$ cat config.mk
export PLATFORM = sky130hd
export DESIGN_NAME = fc_result_reader
export DESIGN_NICKNAME = d
export VERILOG_FILES = /design/src/rtl/fc_result_reader.sv
export SDC_FILE = /design/constraint.sdc
export NUM_CORES = 1
export LEC_CHECK = 0
export BUFFER_PORTS_ARGS = -buffer_cell sky130_fd_sc_hd__buf_2
export CAP_MARGIN = 30
export CORE_ASPECT_RATIO = 0.9
export CORE_MARGIN = 4
export CORE_UTILIZATION = 35
export CTS_BUF_LIST = sky130_fd_sc_hd__clkbuf_8
export CTS_CLUSTER_DIAMETER = 60
export DETAILED_ROUTE_END_ITERATION = 10
export GPL_ROUTABILITY_DRIVEN = 0
export PLACE_DENSITY = 0.57
export RECOVER_POWER = 25
export SETUP_SLACK_MARGIN = 0.5
export SLEW_MARGIN = 0
export SYNTH_ARGS = -nofsm -noshare
export SYNTH_HDL_FRONTEND = slang
export SYNTH_SLANG_ARGS = --single-unit
export TNS_END_PERCENT = 30
$ cat constraint.sdc
create_clock -name clk -period 2.4 [get_ports clk]
set_clock_uncertainty 0.1 [all_clocks]
set_input_delay 0.12 -clock clk [delete_from_list [all_inputs] [get_ports clk]]
set_output_delay 0.12 -clock clk [all_outputs]
set_load 0.02 [all_outputs]
$ cat src/rtl/fc_result_reader.sv
// Streams a captured W*OUT_SIZE vector one element per transfer, with optional argmax (FC_READER_ARGMAX_EN).
// First element one cycle after the in_done rise; out_valid/out_ready handshake holds the offered element while stalled.
module fc_result_reader #(
    parameter int OUT_SIZE = 8,
    parameter int W        = 8,
    parameter int IDX_W    = 3
) (
    input  logic                  clk,
    input  logic                  reset,
    input  logic                  in_done,
    input  logic [W*OUT_SIZE-1:0] in_vector_flat,
    output logic [W-1:0]          out_data,
    output logic [IDX_W-1:0]      out_idx,
    output logic                  out_valid,
    input  logic                  out_ready,
    output logic                  out_last,
    output logic [IDX_W-1:0]      class_idx,
    output logic [W-1:0]          class_max,
    output logic                  class_valid,
    output logic                  busy,
    output logic                  overrun
);

    typedef enum logic [1:0] {IDLE, STREAM, FINISH} state_t;

    localparam logic [IDX_W-1:0] LAST_IDX = IDX_W'(OUT_SIZE - 1);

    state_t                       state_q, state_d;
    logic                         done_q, done_d;
    logic [OUT_SIZE-1:0][W-1:0]   buf_q, buf_d;
    logic [IDX_W-1:0]             cnt_q, cnt_d;
    logic                         rise;
    logic                         xfer;
    logic                         at_last;
    logic signed [W-1:0]          cur_elem;

    assign rise     = in_done & ~done_q;
    assign xfer     = (state_q == STREAM) & out_ready;
    assign at_last  = (cnt_q == LAST_IDX);
    assign cur_elem = buf_q[cnt_q];

    always_ff @(posedge clk) begin
        if (reset) begin
            state_q <= IDLE;
        end else begin
            state_q <= state_d;
        end
    end

    always_comb begin
        state_d = state_q;
        case (state_q)
            IDLE:    if (rise) state_d = STREAM;
            STREAM:  if (xfer && at_last) state_d = FINISH;
            FINISH:  state_d = IDLE;
            default: state_d = IDLE;
        endcase
    end

    always_comb begin
        out_valid = (state_q == STREAM);
        out_data  = out_valid ? cur_elem : '0;
        out_idx   = out_valid ? cnt_q : '0;
        out_last  = out_valid & at_last;
        busy      = (state_q != IDLE);
        // Any rise outside IDLE is lost, including one on the FINISH-to-IDLE edge.
        overrun   = rise & (state_q != IDLE);
    end

    always_comb begin
        done_d = in_done;
        buf_d  = buf_q;
        cnt_d  = cnt_q;
        if ((state_q == IDLE) && rise) begin
            buf_d = in_vector_flat;
            cnt_d = '0;
        end else if (xfer) begin
            cnt_d = at_last ? '0 : cnt_q + 1'b1;
        end
    end

    always_ff @(posedge clk) begin
        if (reset) begin
            done_q <= 1'b0;
            buf_q  <= '0;
            cnt_q  <= '0;
        end else begin
            done_q <= done_d;
            buf_q  <= buf_d;
            cnt_q  <= cnt_d;
        end
    end

`ifdef FC_READER_ARGMAX_EN
    logic signed [W-1:0] run_max_q, run_max_d, cand_max;
    logic [IDX_W-1:0]    run_idx_q, run_idx_d, cand_idx;
    logic signed [W-1:0] class_max_q, class_max_d;
    logic [IDX_W-1:0]    class_idx_q, class_idx_d;

    // Running max tracks transfers, so a stall never double-counts an element.
    always_comb begin
        cand_max = run_max_q;
        cand_idx = run_idx_q;
        if ((cnt_q == '0) || (cur_elem > run_max_q)) begin
            cand_max = cur_elem;
            cand_idx = cnt_q;
        end
        run_max_d   = run_max_q;
        run_idx_d   = run_idx_q;
        class_max_d = class_max_q;
        class_idx_d = class_idx_q;
        if (xfer) begin
            run_max_d = cand_max;
            run_idx_d = cand_idx;
            if (at_last) begin
                class_max_d = cand_max;
                class_idx_d = cand_idx;
            end
        end
    end

    always_ff @(posedge clk) begin
        if (reset) begin
            run_max_q   <= '0;
            run_idx_q   <= '0;
            class_max_q <= '0;
            class_idx_q <= '0;
        end else begin
            run_max_q   <= run_max_d;
            run_idx_q   <= run_idx_d;
            class_max_q <= class_max_d;
            class_idx_q <= class_idx_d;
        end
    end

    assign class_idx   = class_idx_q;
    assign class_max   = class_max_q;
    assign class_valid = (state_q == FINISH);
`else
    assign class_idx   = '0;
    assign class_max   = '0;
    assign class_valid = 1'b0;
`endif

endmodule

==> key figures, run 1 <==
Power and ir drop
  • Switch Pwr: 658 uW
  • Reg power frac: 0.503
  • Combinational share of power: 0.162
  • Pint: roughly 1900 uW
  • Pwr Density: 557 nW/um2
  • Clk pwr share: 0.336
  • Worst vdd ir: 0.000285 V
  • Leakage power: 0.00187 uW
  • Switching part of the total power: 0.260

Clocking
  • H-Tree Depth: 3
  • Num CTS Buffers: 9
  • Worst skew pair latency: 0.34 ns
  • Clk pin slew, worst setup/hold paths: 0.07 ns
  • CTS root buf: clkbuf_8
  • CTS tree: built
  • Clock tree buffer depth: 2
  • Clk sinks: 70

Timing
  • Hold Vio Cnt, Final: 0
  • Actual slew at the worst max-slew pin: 0.715 ns
  • # setup viols final: 0
  • Final Cycle Share: 0.844
  • RSZ-0062 raised after global routing: true
  • Fmax: approximately 490 MHz
  • Min Tclk post-route: 2.02 ns
  • Setup TNS: 0 ns
  • Max-slew headroom: 0.523
  • Max-slew violations: 0

Synthesis
  • Largest area contributor in the netlist: dfxtp_1
  • Synth warnings: 0
  • Unique masters post-synth: 25
  • Post-synth EDFFs: 0
  • Number of synthesized register bits: 70
  • Synth Flop Type: dfxtp_1
  • Synthesized instance count: between 300 and 400
  • Post-synth top area share: 0.439
  • Seq/Total Area, Yosys: 0.439
  • Synth async-reset ratio: 0
  • Post-Synthesis Cell Area: 3190 um2
  • Top-count cell post-synth: nand2_1
  • Top cells by area, synth: dfxtp_1 44%, nand2_1 15%, mux2i_1 10%
  • Synth top cells by count: 131 x nand2_1, 70 x dfxtp_1, 65 x a21oi_1, 33 x mux2i_1, 17 x buf_4
  • Syn_area_per_cell: 8.19 um2

Route
  • Via density: approximately 4.6
  • Pre-antenna DRT Iters: 4
  • Detailed Route WL: 8850 um
  • DRC Markers: 0
  • 1st-iter DRT viols: 123
  • Wire per inst: 13.5 um
  • Antenna Nets Post-Route: 0
  • Vias: 3040

Critical path
  • Critical Path Start Type: primary input
  • Crit path largest cell delay: 0.59 ns
  • Critical-path cell list: dlygate4sd3_1 > clkbuf_1 > or4b_2 > clkbuf_4 > nand2_1 > a21oi_1
  • CP arrival: 2.13 ns
  • CP max-delay cell: or4b_2
  • Crit path max fanout: 64
  • Setup Crit Path Kind: primary input to flop
  • CP Capture Type: flop
  • Worst Path Required: ~2.5 ns

Floorplan
  • Die H: 98.6 um
  • Die area: 10700 um2
  • Core Rows: 32
  • Ports: 95
  • Initial core utilization: 0.366
  • Core Footprint: 8730 um2
  • Die W: 109 um

Finish
  • Fillcell total: 871
  • Area growth syn-to-layout: 42.3%
  • Layout cell share with drive strength beyond 1: 0.217
  • Post-Layout Cell Count: between 600 and 700
  • Final core utilization: 0.521
  • Nets: about 600
  • Diodes inserted: 0

Global route
  • GRT Overall Usage: 0.170
  • First-pass GRT wire length: 14300 um
  • Initial antenna violation count: 0
  • Largest net degree at the start of global routing: 69
  • Via count of the first global-routing pass: 3018
  • Grt ovf: 0

Placement
  • Placed Cells: 569
  • PortBufs: 82
  • Post-DP HPWL: 5890 um

Run status
  • Status: finished clean

Worst hold path
  • Hold/Removal Path Class: primary input to flop

Run
  • Max cap viols: 0
-- path summary, 6_finish.rpt --
check,from,endpoint,slack [ns],cells after the start
worst max-delay path,in_done,buf_q[37],0.38,6
worst min-delay path,reset,state_q[0],0.17,2
worst max register to register,state_q[1],buf_q[37],0.38,4
worst min register to register,buf_q[43],buf_q[43],0.35,2
-- kinds of logic (layout without fill, tap and decap cells) --
kind of cell | count (synthesis) | in the layout | share of synthesized area
muxes | 33 | 33 | 0.103
adders and majority gates | 2 | 2 | 0.00784
and+or+nand+nor | 159 | 159 | 0.216
buffers and inverters | 42 | 176 | 0.0882
other | 1 | 12 | 0.00117
DFF | 70 | 70 | 0.439
AOI/OAI and AO/OA | 83 | 83 | 0.144
-- stage by stage --
step                      area, um2  power (uW)  hold WS [ns]  worst slack, ns
final                          4540        2530         0.165            0.375
after global routing           4540        2660         0.173            0.261
after CTS                      4500        2550         0.145            0.486
after detailed placement       3620        1620         0.267            0.550
after global placement         3620        1620         0.262            0.577
after floorplan                3230        1530         0.148            0.882
-- area by class of cell --
class / instances / area, um2 / area share
clock buffer: 12 / 165 / 0.0363
clock inverter: 2 / 8.76 / 0.00193
multi-input combinational: 289 / 1600 / 0.351
sequential: 70 / 1410 / 0.310
tap: 119 / 149 / 0.0328
timing repair buffer: 162 / 1220 / 0.268
-- cells in the final DEF (no fill, tap or decap), types with 3 or more instances in the layout --
cell type / Yosys / routed
buf_12: 0 / 4
nor2b_1: 4 / 4
mux2i_2: 0 / 4
clkbuf_1: 10 / 7
dlygate4sd3_1: 0 / 66
a21oi_1: 65 / 65
buf_4: 17 / 7
conb_1: 1 / 12
buf_2: 6 / 76
and2_1: 5 / 3
nand2_1: 131 / 131
clkbuf_8: 0 / 12
mux2i_1: 33 / 27
dfxtp_1: 70 / 67
a22oi_1: 16 / 16
and3_1: 8 / 8
-- power groups by stage --
stage               Sequential (uW)  Clock, uW  Combinational, uW
floorplan                      1280          0                244
global placement               1300          0                318
detailed placement             1300          0                324
CTS                            1270        876                407
global route                   1280        927                457
finish                         1270        850                410
-- state kept, by name (all words and copies together) (netlist names) --
register  count
cnt_q         3
state_q       2
done_q        1
buf_q        64
-- routing by layer --
layer | up-vias | share of wire | track usage
met1 | 1381 | 0.48 | 0.227
met5 | - | 0 | 0
li1 | 1564 | - | -
met2 | 89 | 0.45 | 0.269
met4 | 0 | 0.0088 | 0.0398
met3 | 6 | 0.061 | 0.0517
-- worst max-delay path, delay by kind of cell --
kind	cells	cell delay [ns]
and+or+nand+nor	2	0.78
buffers and inverters	3	1.11
AOI/OAI and AO/OA	1	0.08
-- what timing repair did --
action | CTS | global route
hold buffers | 66 | 0
endpoints found under the setup margin | 9 | 64
pin swaps | 0 | 0
hold endpoints to repair | 66 | 0
buffers inserted | 3 | 2
resized for setup | 4 | 11
(Power assumes the default switching activity.)
==> run 2, diff against run 1 <==
--- a/config.mk
+++ b/config.mk
@@ -14,7 +14,7 @@
 export CTS_CLUSTER_DIAMETER = 60
 export DETAILED_ROUTE_END_ITERATION = 10
 export GPL_ROUTABILITY_DRIVEN = 0
-export PLACE_DENSITY = 0.57
+export PLACE_DENSITY = 0.59
 export RECOVER_POWER = 25
 export SETUP_SLACK_MARGIN = 0.5
 export SLEW_MARGIN = 0
==> constraint.sdc (replaced) <==
create_clock -name clk -period 1.8 [get_ports clk]
set_clock_uncertainty 0.1 [all_clocks]
set_input_delay 0.09 -clock clk [delete_from_list [all_inputs] [get_ports clk]]
set_output_delay 0.09 -clock clk [all_outputs]
set_load 0.02 [all_outputs]
==> key figures, run 2 (synthesis gave the netlist of run 1 again) <==
Timing
  • Hold Vio Cnt, Final: 0 (unchanged)
  • # setup viols final: 8 (+8)
  • Max-slew violations: 0 (unchanged)
  • Setup TNS: -0.796 ns (-0.796 ns)
  • Min Tclk post-route: 1.93 ns
  • Actual slew at the worst max-slew pin: 1.03 ns (+0.314 ns)
  • RSZ-0062 raised after global routing: true
  • Final Cycle Share: 1.07
  • Max-slew headroom: 0.314 (-0.209)
  • Final setup margin: -0.129 ns (-0.505 ns)
  • Fmax: 518 MHz

Finish
  • Top Registers: buf_q x64, cnt_q x3, state_q x2
  • Largest register FFs: 64 (unchanged)
  • Most frequent cells in the layout: 67 x nand2_4, 67 x buf_2, 66 x dlygate4sd3_1
  • Area of the multi-input gates: 2540 um2 (+59%)
  • Final core utilization: 0.700 (+0.179)
  • Fillcell total: 625 (-28%)
  • Layout cell share with drive strength beyond 1: 0.556 (+0.339)
  • Nets: 621 (+3.2%)
  • Diodes inserted: 0 (unchanged)
  • Reg with most FFs: buf_q
  • Area growth syn-to-layout: 91.4%
  • Reg area: 1420 um2 (+0.62%)

Worst hold path
  • Hold wc startpoint: out_ready
  • Hold/Removal Path Class: primary input to flop
  • Hold Path Stages: 4 (+2)

Floorplan
  • Die H: 98.6 um (unchanged)
  • Die W: 109 um (unchanged)
  • Core Footprint: 8730 um2 (unchanged)
  • Core Rows: 32 (unchanged)
  • Die area: 10700 um2 (unchanged)
  • Ports: 95 (unchanged)
  • Initial core utilization: 0.366 (unchanged)

Clocking
  • Num CTS Buffers: 9 (unchanged)
  • CTS tree: built
  • Worst skew pair latency: 0.35 ns (about the same)
  • H-Tree Depth: 3 (unchanged)
  • CTS root buf: clkbuf_8
  • Clk pin slew, worst setup/hold paths: 0.07 ns (about the same)
  • Clk sinks: 70 (unchanged)
  • Clock tree buffer depth: 2 (unchanged)

Global route
  • Grt ovf: 0 (unchanged)
  • First-pass GRT wire length: 17100 um (+19%)
  • Largest net degree at the start of global routing: 34 (-51%)
  • Via count of the first global-routing pass: 3415 (+13%)
  • GRT Overall Usage: 0.204 (+0.0338)
  • Initial antenna violation count: 0 (unchanged)

Critical path
  • CP arrival: 1.74 ns (-0.39 ns)
  • CP endpoint: out_data[7]
  • Crit path largest cell delay: 0.47 ns (-0.12 ns)
  • CP max-delay cell: dfxtp_4
  • R2r startpoint: cnt_q[1]
  • Levels on crit path: 5 (-1)
  • CP Launch Point: cnt_q[1]
  • Critical-path cell list: clkbuf_16 > mux2i_1 > a22oi_1 > and3_1 > buf_6
  • R2R Setup Slk: 0.06 ns (-0.32 ns)
  • Delay-heaviest family, CP: flip-flops
  • Setup Crit Path Kind: flop to output port
  • Capturing point of the worst reg2reg path: cnt_q[1]
  • CP Capture Type: output port
  • Worst Path Required: 1.61 ns (-0.89 ns)
  • Reg2Reg Depth: 5 (+1)
  • Crit path max fanout: 7 (-89%)
  • Buf/Inv on CP: 2 (-1)
  • Critical Path Start Type: flop

Route
  • 1st-iter DRT viols: 149 (+21%)
  • Vias: 3321 (+9.2%)
  • Via density: 4.92 (+5.8%)
  • DRC Markers: 0 (unchanged)
  • Detailed Route WL: 11600 um (+31%)
  • Antenna Nets Post-Route: 0 (unchanged)
  • Wire per inst: 17.2 um (+27%)
  • Pre-antenna DRT Iters: 4 (unchanged)

Placement
  • Post-DP HPWL: 5840 um (-0.91%)
  • PortBufs: 82 (unchanged)

Power and ir drop
  • Worst vdd ir: 0.000636 V (+120%)
  • Leakage power: 0.00253 uW (+35%)
  • Pwr Density: 694 nW/um2 (+25%)

Run status
  • Status: complete, but fails checks
  • Failing checks: negative setup slack

Run
  • Max cap viols: 0 (unchanged)
[run 2: cell types whose count changed in the layout (fill, tap and decap cells not counted), sizes merged]
cell and delta:
clkinv +2, bufinv +3, inv -1, clkinvlp +1, clkbuf -6, buf +22
[run 2: metrics by stage]
stage          total power [uW]  std cells  setup WS [ns]  hold WS (ns)  area, um2
6_report                   4240        675         -0.129         0.137       6110
5_1_grt                    4400        675         -0.176         0.168       6110
4_1_cts                    4100        669         -0.103         0.107       5670
3_5_place_dp               2180        571          0.112         0.241       3680
3_3_place_gp               2160        571          0.132         0.239       3680
2_1_floorplan              2040        401          0.351         0.118       3280
[run 2: what timing repair did]
item	CTS	global route
gates resized for setup	224	73
cloned	8	4
hold endpoints to repair	67	0
pin swaps	118	103
hold buffers	66	0
buffers inserted	8	2
setup endpoints to repair	83	84
[run 2: how the worst min path moves through the flow]
stage,slack [ns],to
6_report,0.14,cnt_q[0]
2_1_floorplan,0.12,done_q
4_1_cts,0.11,cnt_q[0]
5_1_grt,0.17,cnt_q[1]
3_3_place_gp,0.24,buf_q[55]
3_5_place_dp,0.24,buf_q[55]
[run 2: per-layer routing]
metal	wire length [um]	part of all wire	track usage
met5	0	0	0
met4	193	0.017	0.0398
met3	533	0.046	0.0504
met2	5960	0.51	0.346
met1	4900	0.42	0.262
[run 2: report_power, final]
| part | leakage, uW | switching (uW) | internal [uW] |
|---|---|---|---|
| sequential | 0.000577 | 109 | 1640 |
| combinational | 0.00183 | 472 | 515 |
| clock | 0.000119 | 597 | 912 |
| total | 0.00253 | 1180 | 3060 |
[run 2: worst reg2reg max path, cell delays in order, from the launching register on]
cell      delay (ns)
dfxtp_4         0.41
buf_4           0.16
ha_2            0.18
ha_4            0.17
or3b_4          0.39
a211oi_2        0.23
[run 2: area by class of cell]
cell class	instances	share of cell area
multi-input combinational	289	0.416
timing repair buffer	181	0.289
sequential	70	0.232
tap	119	0.0244
clock buffer	9	0.0203
clock inverter	7	0.0184
==> run 3, diff against run 2 <==
--- a/config.mk
+++ b/config.mk
@@ -11,12 +11,12 @@
 export CORE_MARGIN = 4
 export CORE_UTILIZATION = 35
 export CTS_BUF_LIST = sky130_fd_sc_hd__clkbuf_8
-export CTS_CLUSTER_DIAMETER = 60
+export CTS_CLUSTER_DIAMETER = 80
 export DETAILED_ROUTE_END_ITERATION = 10
 export GPL_ROUTABILITY_DRIVEN = 0
 export PLACE_DENSITY = 0.59
 export RECOVER_POWER = 25
-export SETUP_SLACK_MARGIN = 0.5
+export SETUP_SLACK_MARGIN = 0.15
 export SLEW_MARGIN = 0
 export SYNTH_ARGS = -nofsm -noshare
 export SYNTH_HDL_FRONTEND = slang
==> key figures, run 3 (synthesis gave the netlist of run 1 again) <==
Worst hold path
  • Hold Path Stages: 2 (-2)
  • Hold/Removal Path Class: primary input to flop
  • Hold wc startpoint: reset
  • Worst Hold End: state_q[0]

Critical path
  • Worst Path Required: 1.61 ns (about the same)
  • Reg2Reg Depth: 5 (unchanged)
  • CP max-delay cell: dfxtp_4
  • Critical-path cell list: buf_4 > buf_16 > mux2i_4 > a22oi_2 > and3_1 > buf_6
  • CP Capture Type: output port
  • Setup Crit Path Kind: flop to output port
  • Crit path max fanout: 6 (-1)
  • Capturing point of the worst reg2reg path: buf_q[37]
  • Crit path largest cell delay: 0.37 ns (-0.10 ns)
  • Critical Path Start Type: flop
  • R2r startpoint: state_q[0]
  • CP arrival: 1.68 ns (-0.06 ns)
  • R2R Setup Slk: -0.02 ns (-0.08 ns)

Route
  • Vias: 3155 (-5.0%)
  • Antenna Nets Post-Route: 0 (unchanged)
  • 1st-iter DRT viols: 136 (-8.7%)
  • Via density: 4.74 (-3.7%)
  • DRC Markers: 0 (unchanged)
  • Pre-antenna DRT Iters: 4 (unchanged)
  • Detailed Route WL: 9420 um (-19%)
  • WL met3: 698 um (+31%)
  • Met2 wire len: 4470 um (-25%)
  • Highest metal used: met4
  • Met1 WL: 4160 um (-15%)
  • Wire per inst: 14.1 um (-18%)

Finish
  • Commonest non-fill, non-tap cell in the layout: nand2_1
  • Most frequent cells in the layout: 131 x nand2_1, 70 x buf_2, 67 x dfxtp_1
  • Layout cell share with drive strength beyond 1: 0.278 (-0.278)
  • Largest register FFs: 64 (unchanged)
  • Diodes inserted: 0 (unchanged)
  • Nets: 612 (-1.4%)
  • Area growth syn-to-layout: 56.5%
  • Final core utilization: 0.572 (-0.128)
  • Top Registers: buf_q x64, cnt_q x3, state_q x2
  • Reg with most FFs: buf_q

Global route
  • GRT Overall Usage: 0.180 (-0.0237)
  • Via count of the first global-routing pass: 3233 (-5.3%)
  • Initial antenna violation count: 0 (unchanged)
  • Grt ovf: 0 (unchanged)
  • Largest net degree at the start of global routing: 49 (+44%)
  • First-pass GRT wire length: 15300 um (-10%)

Run status
  • Status: complete, but fails checks
  • Failing checks: negative setup slack

Clocking
  • Worst skew pair latency: 0.34 ns (about the same)
  • Clk sinks: 70 (unchanged)
  • CTS tree: built
  • Clock tree buffer depth: 2 (unchanged)
  • Num CTS Buffers: 9 (unchanged)
  • Clk pin slew, worst setup/hold paths: 0.07 ns (about the same)
  • H-Tree Depth: 3 (unchanged)
  • CTS root buf: clkbuf_8

Timing
  • Final setup margin: -0.0694 ns (+0.0599 ns)
  • Actual slew at the worst max-slew pin: 0.519 ns (-0.511 ns)
  • Min Hold Slack: 0.123 ns (-0.0140 ns)
  • Max-slew headroom: 0.654 (+0.340)
  • Max-slew violations: 0 (unchanged)
  • Hold Vio Cnt, Final: 0 (unchanged)
  • Final Cycle Share: 1.04 (-0.0333)
  • RSZ-0062 raised after global routing: true
  • Min Tclk post-route: 1.87 ns (-0.0599 ns)
  • # setup viols final: 9 (+1)
  • Fmax: 535 MHz (+3.2%)

Floorplan
  • Initial core utilization: 0.366 (unchanged)
  • Die area: 10700 um2 (unchanged)
  • Die H: 98.6 um (unchanged)
  • Core Footprint: 8730 um2 (unchanged)
  • Core Rows: 32 (unchanged)
  • Die W: 109 um (unchanged)
  • Ports: 95 (unchanged)

Run
  • Max cap viols: 0 (unchanged)

Placement
  • Post-DP HPWL: 6060 um (+3.9%)
  • PortBufs: 82 (unchanged)

Power and ir drop
  • Pwr Density: 778 nW/um2 (+12%)
  • Worst vdd ir: 0.000427 V (-33%)
  • Leakage power: 0.00201 uW (-21%)
## run 3: changes by cell type in the layout (fill, tap and decap cells not counted), sizes merged
cell	previous run	this run
buf	110	102
clkinvlp	1	2
clkbuf	14	15
clkinv	3	0
## run 3: metal layers
layer  vias to the layer above  GRT usage
met4                         0     0.0524
met2                       113      0.293
met5                         -          0
met3                         6     0.0386
li1                       1591          -
met1                      1445      0.239
## run 3: critical path, delay by kind of cell, from the launching register on
| kind | cells | cell delay, ns |
|---|---|---|
| flip-flops | 1 | 0.37 |
| AND/OR/NAND/NOR | 1 | 0.22 |
| AO/OA/AOI/OAI | 1 | 0.14 |
| buffers and inverters | 3 | 0.43 |
| multiplexers | 1 | 0.19 |
## run 3: per-stage QoR
stage / cells / TNS [ns] / cell area, um2 / power, uW / setup slack [ns]
after floorplan: 401 / 0 / 3230 / 2030 / 0.312
after global placement: 574 / 0 / 3680 / 2170 / 0.180
after detailed placement: 574 / 0 / 3680 / 2180 / 0.160
after CTS: 664 / -0.441 / 4910 / 3890 / -0.0750
after global routing: 666 / -1.69 / 5000 / 4050 / -0.118
final: 666 / -0.431 / 5000 / 3890 / -0.0694
## run 3: worst max-delay path by stage
stage	end	slack [ns]	from
final	out_data[3]	-0.07	cnt_q[1]
after global placement	buf_q[5]	0.18	state_q[1]
after floorplan	out_data[2]	0.31	state_q[0]
after global routing	out_data[0]	-0.12	cnt_q[1]
after CTS	out_data[3]	-0.08	cnt_q[1]
after detailed placement	buf_q[49]	0.16	state_q[1]
## run 3: final cells by class
class | instances | area (um2)
sequential | 70 | 1410
clock buffer | 11 | 151
multi-input combinational | 289 | 1740
timing repair buffer | 172 | 1450
fill | 798 | 3730
tap | 119 | 149
clock inverter | 5 | 105
## run 3: power by group
part	internal (uW)	switching, uW
combinational	309	298
clock	996	585
sequential	1640	61.5
## run 3: what timing repair did
action | 4_1_cts | 5_1_grt
gates resized for setup | 52 | 23
hold buffers | 66 | 0
cloned | 3 | 1
setup buffers | 5 | 1
pin swaps | 19 | 10
setup endpoints to repair | 9 | 73
hold endpoints to repair | 67 | 0
